==> config.mk <==
export PLATFORM = sky130hd
export DESIGN_NAME = ksa_flat
export DESIGN_NICKNAME = d
export VERILOG_FILES = /design/src/rtl/ksa_if.sv /design/src/rtl/ksa.sv /design/src/flat_wrapper.sv
export SDC_FILE = /design/constraint.sdc
export NUM_CORES = 1
export LEC_CHECK = 0
export BUFFER_PORTS_ARGS = -buffer_cell sky130_fd_sc_hd__buf_2
export CAP_MARGIN = 10
export CELL_PAD_IN_SITES_DETAIL_PLACEMENT = 1
export CELL_PAD_IN_SITES_GLOBAL_PLACEMENT = 1
export CORE_ASPECT_RATIO = 0.8
export CORE_UTILIZATION = 41
export DETAILED_ROUTE_END_ITERATION = 10
export PLACE_DENSITY = 0.85
export SETUP_SLACK_MARGIN = 0.02
export SYNTH_ARGS = -nofsm -noshare
export SYNTH_HDL_FRONTEND = slang
export SYNTH_SLANG_ARGS = --single-unit
==> constraint.sdc <==
create_clock -name clk -period 4.15 [get_ports clk]
set_clock_uncertainty 0.05 [all_clocks]
set_input_delay 0.6225 -clock clk [delete_from_list [all_inputs] [get_ports clk]]
set_output_delay 0.6225 -clock clk [all_outputs]
set_load 0.02 [all_outputs]
==> src/rtl/ksa_if.sv <==
// Bundles the ksa start/ready handshake, key and S-memory port into one interface.
// master is the upstream/system side (start, key, memory read data); slave is the ksa engine.
interface ksa_if #(
  parameter int KEY_BYTES = 3
);
  logic                   en;
  logic                   rdy;
  logic [8*KEY_BYTES-1:0] key;
  logic [7:0]             s_addr;
  logic [7:0]             s_rddata;
  logic [7:0]             s_wrdata;
  logic                   s_wren;

  modport master (
    output en, key, s_rddata,
    input  rdy, s_addr, s_wrdata, s_wren
  );

  modport slave (
    input  en, key, s_rddata,
    output rdy, s_addr, s_wrdata, s_wren
  );
endinterface

==> src/rtl/ksa.sv <==
// ARC4 key-scheduling engine: 256 read/read/write/write swap iterations over S memory,
// six single-cycle states per iteration against a synchronous-read RAM.
module ksa #(
  parameter int KEY_BYTES = 3
) (
  input  logic  clk,
  input  logic  rst,
  ksa_if.slave  bus
);

  localparam int KIDX_W = (KEY_BYTES > 1) ? $clog2(KEY_BYTES) : 1;

  typedef enum logic [2:0] {
    IDLE,
    RD_I,
    LD_I,
    RD_J,
    LD_J,
    WR_I,
    WR_J
  } state_t;

  state_t            state_q, state_d;
  logic [7:0]        i_q, i_d;
  logic [7:0]        j_q, j_d;
  logic [KIDX_W-1:0] kidx_q, kidx_d;
  logic [7:0]        si_q, si_d;
  logic [7:0]        sj_q, sj_d;

  logic [7:0]        key_bytes [KEY_BYTES];
  logic [7:0]        key_byte;
  logic [KIDX_W-1:0] kidx_inc;

  logic              rdy_o;
  logic [7:0]        s_addr_o;
  logic [7:0]        s_wrdata_o;
  logic              s_wren_o;

  // Key byte 0 lives in the most significant byte of the key word.
  for (genvar gi = 0; gi < KEY_BYTES; gi++) begin : g_key
    assign key_bytes[gi] = bus.key[8*(KEY_BYTES-1-gi) +: 8];
  end

  always_comb begin
    key_byte = '0;
    for (int k = 0; k < KEY_BYTES; k++) begin
      if (kidx_q == KIDX_W'(k)) key_byte = key_bytes[k];
    end
  end

  assign kidx_inc = (kidx_q == KIDX_W'(KEY_BYTES - 1)) ? '0 : kidx_q + 1'b1;

  always_ff @(posedge clk or posedge rst) begin
    if (rst) begin
      state_q <= IDLE;
      i_q     <= '0;
      j_q     <= '0;
      kidx_q  <= '0;
      si_q    <= '0;
      sj_q    <= '0;
    end else begin
      state_q <= state_d;
      i_q     <= i_d;
      j_q     <= j_d;
      kidx_q  <= kidx_d;
      si_q    <= si_d;
      sj_q    <= sj_d;
    end
  end

  always_comb begin
    state_d    = state_q;
    i_d        = i_q;
    j_d        = j_q;
    kidx_d     = kidx_q;
    si_d       = si_q;
    sj_d       = sj_q;
    rdy_o      = 1'b0;
    s_addr_o   = '0;
    s_wrdata_o = '0;
    s_wren_o   = 1'b0;

    unique case (state_q)
      IDLE: begin
        rdy_o = 1'b1;
        if (bus.en) begin
          i_d     = '0;
          j_d     = '0;
          kidx_d  = '0;
          state_d = RD_I;
        end
      end
      RD_I: begin
        s_addr_o = i_q;
        state_d  = LD_I;
      end
      LD_I: begin
        si_d    = bus.s_rddata;
        j_d     = j_q + bus.s_rddata + key_byte;
        state_d = RD_J;
      end
      RD_J: begin
        s_addr_o = j_q;
        state_d  = LD_J;
      end
      LD_J: begin
        sj_d    = bus.s_rddata;
        state_d = WR_I;
      end
      WR_I: begin
        s_addr_o   = i_q;
        s_wrdata_o = sj_q;
        s_wren_o   = 1'b1;
        state_d    = WR_J;
      end
      WR_J: begin
        // When i==j this second write restores the original byte, so no special case.
        s_addr_o   = j_q;
        s_wrdata_o = si_q;
        s_wren_o   = 1'b1;
        if (i_q == 8'hFF) begin
          state_d = IDLE;
        end else begin
          i_d     = i_q + 8'd1;
          kidx_d  = kidx_inc;
          state_d = RD_I;
        end
      end
      default: state_d = IDLE;
    endcase
  end

  assign bus.rdy      = rdy_o;
  assign bus.s_addr   = s_addr_o;
  assign bus.s_wrdata = s_wrdata_o;
  assign bus.s_wren   = s_wren_o;

endmodule

==> src/flat_wrapper.sv <==
// flat-port wrapper written by rule: the top's interface ports become plain ports
module ksa_flat 
#(
  parameter int KEY_BYTES = 3
)
  (clk, rst, bus_en, bus_key, bus_s_rddata, bus_rdy, bus_s_addr, bus_s_wrdata, bus_s_wren);
  ksa_if #(.KEY_BYTES(KEY_BYTES)) bus_i ();
  input  logic clk;
  input  logic rst;
  input wire logic [$bits(bus_i.en)-1:0] bus_en;
  input wire logic [$bits(bus_i.key)-1:0] bus_key;
  input wire logic [$bits(bus_i.s_rddata)-1:0] bus_s_rddata;
  output wire logic [$bits(bus_i.rdy)-1:0] bus_rdy;
  output wire logic [$bits(bus_i.s_addr)-1:0] bus_s_addr;
  output wire logic [$bits(bus_i.s_wrdata)-1:0] bus_s_wrdata;
  output wire logic [$bits(bus_i.s_wren)-1:0] bus_s_wren;
  assign bus_i.en = bus_en;
  assign bus_i.key = bus_key;
  assign bus_i.s_rddata = bus_s_rddata;
  assign bus_rdy = bus_i.rdy;
  assign bus_s_addr = bus_i.s_addr;
  assign bus_s_wrdata = bus_i.s_wrdata;
  assign bus_s_wren = bus_i.s_wren;
  ksa #(.KEY_BYTES(KEY_BYTES)) u_core (.clk(clk), .rst(rst), .bus(bus_i));
endmodule
==> impl_metrics.py, run 1 <==
metrics = {
    "synth": {
        "netlist.area_leader.share_pct": 35.59,
        "async_reset_ff_share_pct": 100.0,
        "ys.flop_type": "dfrtp_1",
        "ys_ff_latch": 37,
        "yosys.area.top_type": "dfrtp_1",
        "seq_area_frac_synth_pct": 35.59,
        "yosysUniqueCellTypes": 47,
        "synth-edff-count": 0,
        "syn_area_per_cell_um2": 8.671,
        "synth_area_um2": 2601,
        "synthCells": 300,
        "synth.net_count": 350,
        "yosys_warnings": 0,
        "yosys-top-cells-area": "dfrtp_1, fa_1, inv_1",
        "synth_common_cells": "dfrtp_1, inv_1, nand2_1, o21ai_0, nor2_1",
    },
    "global_route": {
        "antenna_found_initial": 0,
        "grt_usage_pct": 23.11,
        "grt_pass1_vias": 2357,
        "grt_pass1_wl_um": 11790,
        "overflow": 0,
        "grt_max_degree": 38,
    },
    "pwr": {
        "p_sw_mw": 1.106,
        "power_frac_clock_pct": 11.8,
        "fin_total_pwr_mw": 2.305,
        "sequentialPowerShare_pct": 30.8,
        "p_int_mw": 1.200,
        "swShare_pct": 47.97,
        "pwr_density_cell_nw_per_um2": 767.4,
        "comb_power_share_pct": 57.4,
        "p_leak_nw": 1.435,
        "max-vdd-ir-drop_mv": 0.3017,
    },
    "drt": {
        "wl_per_cell_um": 16.57,
        "top_layer": "met4",
        "vias_per_cell": 5.419,
        "route.vias.total": 2314,
        "first_pass_iters": 4,
        "wl_met1_um": 3465,
        "wl_um": 7077,
        "drt-initial-drc-count": 98,
        "met2WireLength_um": 3114,
        "wl_met3_um": 371,
        "drtAntennaViolNets": 0,
        "remaining_drc_errors": 0,
    },
    "die": {
        "start_util_pct": 43.31,
        "fp.dieH_um": 73.25,
        "die_width_um": 91.06,
        "rows": 25,
        "design.core.area_um2": 6006,
        "io_pins": 53,
        "dieArea_um2": 6669,
    },
    "placed_design": {
        "portBuffers": 52,
        "gp_congestion": 0.8059,
        "place_hpwl_um": 5309,
    },
    "setup_path": {
        "crit_type": "flip-flop to flip-flop",
        "rrSetupSlack_ps": 690,
        "arrival_ps": 3640,
        "crit_path_max_incr_delay_ps": 580,
        "r2r_start": "u_core.kidx_q[0]",
        "cp_slowest_cell": "dfrtp_1",
        "crit_path_end_kind": "flip-flop",
        "worst-path-max-fanout": 14,
        "reg2reg_to": "u_core.j_q[7]",
        "reg2reg_depth": 12,
        "cp.required_ps": 4330,
        "worstPathCellList": "nor2b_1 -> a21oi_1 -> fa_1 -> inv_1 -> ha_1 -> inv_1 -> fa_1 -> nor2b_1 -> o2111ai_1 -> a211o_1 -> a21o_1 -> nand3_1",
        "worstSetupStartpointType": "flip-flop",
    },
    "timing": {
        "finalCritPeriodShare_pct": 83.26,
        "final_max_slew_viol_count": 0,
        "hold_viol": 0,
        "tightest_slew_ps": 764.3,
        "setup-tns-final_ps": 0,
        "setup-violations-final": 0,
        "period_minus_slack_ps": 3455,
        "grt_setup_unrepaired": "no",
        "max-slew-margin-rel_pct": 48.94,
        "fmax_ghz": 0.2894,
    },
    "clock_tree": {
        "cts_tree": "built",
        "cts_root_buf": "clkbuf_8",
        "cts_resized": 0,
        "h-tree-depth": 2,
        "cts_setup_buffers": 0,
        "clkTransAtPathRegs_ps": 80,
        "clk_path_buf_depth": 2,
        "cts_hold_buf": 0,
        "clock-sinks": 37,
        "clock_latency_ps": 300,
        "cts_made_buffers": 5,
    },
    "status": {
        "status": "finished clean",
    },
    "cells_and_area": {
        "n_antenna_cell": 0,
        "area_delta_synth_final_pct": 15.49,
        "layout.nets": 396,
        "drive_above_1_share_pct": 21.39,
        "n_fill_cell": 749,
    },
    "job": {
        "drv_cap": 0,
    },
    "min_path": {
        "hold_class": "input port to async pin",
    },
}
[through the flow]
stage          util [%]  hold WS [ps]  cell area (um2)  instances  setup WS (ps)
3_3_place_gp      48.52         417.2             2914        420          937.8
4_1_cts           50.02         402.3             3004        427          727.4
3_5_place_dp      48.52         435.3             2914        420          786.7
2_1_floorplan         -         396.1             2601        300          972.8
6_report          50.02         382.2             3004        427          694.9
5_1_grt           50.02         440.3             3004        427          410.6
[power groups by stage]
stage / registers, mW / logic [mW] / clock network [mW]
2_1_floorplan: 0.584 / 1.08 / 0
3_3_place_gp: 0.696 / 1.22 / 0
3_5_place_dp: 0.712 / 1.29 / 0
4_1_cts: 0.707 / 1.32 / 0.277
5_1_grt: 0.736 / 1.48 / 0.291
6_report: 0.711 / 1.32 / 0.271
[routing by layer]
layer,vias to the layer above,GRT usage [%]
li1,1111,-
met1,1125,31.80
met2,65,36.78
met3,13,4.896
met4,0,7.407
met5,-,0
[how the worst max path moves through the flow]
stage / depth (start not counted) / slack (ps) / from / to
after floorplan: 14 / 970 / u_core.kidx_q[0] / u_core.j_q[7]
after global placement: 13 / 940 / u_core.kidx_q[0] / u_core.j_q[7]
after detailed placement: 12 / 790 / u_core.kidx_q[0] / u_core.j_q[7]
after CTS: 12 / 730 / u_core.kidx_q[0] / u_core.j_q[7]
after global routing: 12 / 410 / u_core.kidx_q[1] / u_core.j_q[7]
final: 12 / 690 / u_core.kidx_q[0] / u_core.j_q[7]
[kinds of logic (layout without fill, tap and decap cells)]
group,after synthesis,count (layout),share of synthesized area (%)
xor gates and xnor gates,8,8,2.694
adders and majority gates,15,15,9.524
muxes,18,18,7.360
and+or+nand+nor,98,98,19.10
AOI/OAI and AO/OA,71,71,17.65
buffers and inverters,53,99,8.081
DFF,37,37,35.59
[worst max-delay path, delay by kind of cell (launching register included)]
| family | cells | cell delay [ps] |
|---|---|---|
| adder cells (fa/ha/maj) | 3 | 1030 |
| AND/OR/NAND/NOR | 3 | 690 |
| AO/OA/AOI/OAI | 4 | 880 |
| flip-flops | 1 | 580 |
| buffers and inverters | 2 | 130 |
[layout make-up]
class                   count  area, um2  share of cell area (%)
flip-flops and latches     37      925.9                   30.82
repair buffers             55      282.8                   9.413
clock inverters             1      7.507                  0.2499
well taps                  81      101.3                   3.374
multi-input cells         210       1465                   48.77
inverters                  37      138.9                   4.623
clock buffers               6      82.58                   2.749
[sequential cells by signal (all words and copies together), names as in the netlist]
register,flops
u_core.i_q,8
u_core.j_q,8
u_core.si_q,8
u_core.sj_q,8
u_core.state_q,3
u_core.kidx_q,2
[cells in the final DEF, fill, tap and decap left out, types with 11 or more instances in the layout]
cell,count
nand2_1,29
nor2_1,16
inv_1,37
dfrtp_1,37
buf_2,52
o21ai_0,21
nor2b_1,14
a21oi_1,13
nand3_1,11
Power figures use the tool's default switching activity.
==> inputs of run 2 (changes only) <==
==> constraint.sdc (replaced) <==
create_clock -name clk -period 3.5 [get_ports clk]
set_clock_uncertainty 0.05 [all_clocks]
set_input_delay 0.525 -clock clk [delete_from_list [all_inputs] [get_ports clk]]
set_output_delay 0.525 -clock clk [all_outputs]
set_load 0.02 [all_outputs]
==> run 2 against run 1 <==
  * Register-to-register slack lost 430 ps
  * Highest routed layer unchanged
  * Sequential power grew 15%
  * Utilization grew 0.88 points
  * Cell area grew 1.7%
  * Combinational power grew 25%
  * Total power grew 24%
  * Sequential share of layout area shrank 0.49 points
  * Cell count grew 0.94%
  * Clock power grew 45%
  * Fmax grew 6.9%
  * Largest cell class unchanged
  * Largest power group unchanged
  * Critical path depth grew 1
==> impl_metrics.py, run 2 (same netlist as run 1, synthesis figures left out) <==
metrics = {
    "timing": {
        "fmax_ghz": 0.3094,
        "finalCritPeriodShare_pct": 92.35,
        "grt_setup_unrepaired": "no",
        "tightest_slew_ps": 796.2,
        "period_minus_slack_ps": 3232,
        "hold_viol": 0,
        "setup-violations-final": 0,
        "setup_ws_ps": 267.8,
        "max-slew-margin-rel_pct": 46.81,
        "final_max_slew_viol_count": 0,
        "setup-tns-final_ps": 0,
    },
    "setup_path": {
        "crit_path_end_kind": "flip-flop",
        "worst-path-max-fanout": 11,
        "cp.required_ps": 3680,
        "worstSetupStartpointType": "flip-flop",
        "crit_type": "flip-flop to flip-flop",
        "arrival_ps": 3410,
    },
    "cells_and_area": {
        "area_delta_synth_final_pct": 17.51,
        "fin_util_pct": 50.90,
        "final_common_cell": "buf_2",
        "layout.nets": 399,
        "drive_above_1_share_pct": 22.57,
        "layout_common_cells": "buf_2, inv_1, dfrtp_1, nand2_1, o21ai_0",
        "n_antenna_cell": 0,
    },
    "placed_design": {
        "portBuffers": 52,
        "dp_slack_ps": 156.7,
        "place_hpwl_um": 5358,
        "gp_congestion": 0.8026,
    },
    "clock_tree": {
        "cts_setup_buffers": 0,
        "cts_made_buffers": 5,
        "clkTransAtPathRegs_ps": 80,
        "clk_path_buf_depth": 2,
        "cts_root_buf": "clkbuf_8",
        "cts_hold_buf": 0,
        "clock-sinks": 37,
        "h-tree-depth": 2,
        "cts_tree": "built",
        "clock_latency_ps": 300,
    },
    "drt": {
        "drtAntennaViolNets": 0,
        "vias_per_cell": 5.418,
        "remaining_drc_errors": 0,
        "wl_met3_um": 349,
        "met2WireLength_um": 3334,
        "top_layer": "met4",
        "wl_met1_um": 3393,
        "wl_per_cell_um": 16.87,
        "first_pass_iters": 4,
        "wl_um": 7273,
        "route.vias.total": 2335,
        "drt-initial-drc-count": 138,
    },
    "die": {
        "start_util_pct": 43.31,
        "rows": 25,
        "design.core.area_um2": 6006,
        "io_pins": 53,
        "dieArea_um2": 6669,
        "die_width_um": 91.06,
        "fp.dieH_um": 73.25,
    },
    "job": {
        "drv_cap": 0,
    },
    "pwr": {
        "pwr_density_cell_nw_per_um2": 936.6,
        "p_leak_nw": 1.464,
        "max-vdd-ir-drop_mv": 0.3712,
    },
    "global_route": {
        "grt_max_degree": 38,
        "grt_pass1_vias": 2400,
        "grt_usage_pct": 23.66,
        "antenna_found_initial": 0,
        "overflow": 0,
        "grt_pass1_wl_um": 11870,
    },
    "status": {
        "status": "finished clean",
    },
    "min_path": {
        "hold_class": "input port to async pin",
    },
}
run 2: final timing paths:
path | slack, ps | depth (start not counted) | startpoint | to
max | 270 | 13 | u_core.kidx_q[0] | u_core.j_q[7]
min | 280 | 3 | rst | u_core.state_q[2]
max reg2reg | 270 | 13 | u_core.kidx_q[0] | u_core.j_q[7]
min reg2reg | 440 | 2 | u_core.si_q[0] | u_core.si_q[0]
max in group asynchronous | 2740 | 3 | rst | u_core.kidx_q[0]
min in group clk | 420 | 2 | bus_s_rddata[5] | u_core.sj_q[5]
run 2: timing repair:
item | in CTS | in global routing
setup endpoints to repair | 0 | 1
hold endpoints to repair | 0 | 0
gates resized for setup | 0 | 2
run 2: per-layer routing:
layer  global-route usage (%)  up-vias
li1                         -     1116
met1                    30.68     1137
met2                    39.23       65
met3                    4.479       17
met4                    10.23        0
met5                        0        -
run 2: layout make-up:
cell class / instances / area [um2]
tap: 81 / 101.3
sequential: 37 / 927.1
fill: 744 / 2949
inverter: 37 / 138.9
timing repair buffer: 58 / 305.3
multi-input combinational: 210 / 1468
clock buffer: 7 / 86.33
clock inverter: 1 / 30.03
run 2: worst max-delay path, stage by stage (launching register included):
cell and delay (ps):
dfrtp_2 500, mux2i_1 230, nor2_1 50, a21oi_1 160, fa_1 450, inv_1 90, ha_1 180, inv_1 70
fa_1 420, nor2b_1 180, o2111ai_1 220, a211o_1 330, a21o_1 180, nand3_1 60
run 2: per-stage QoR:
| stage | hold WS (ps) | std cells | power [mW] | cell area, um2 |
|---|---|---|---|---|
| detailed placement | 423.0 | 423 | 2.412 | 2937 |
| global route | 320.8 | 431 | 3.102 | 3057 |
| global placement | 418.1 | 423 | 2.291 | 2937 |
| floorplan | 396.1 | 300 | 1.970 | 2601 |
| CTS | 299.9 | 431 | 2.873 | 3053 |
| finish | 284.8 | 431 | 2.863 | 3057 |
run 2: power by group:
part	leakage (nW)	switching, mW	internal, mW	total, mW
Clock	0.0585	0.159	0.232	0.392
Sequential	0.469	0.219	0.598	0.817
Combinational	0.937	0.958	0.697	1.65
Total	1.46	1.34	1.53	2.86
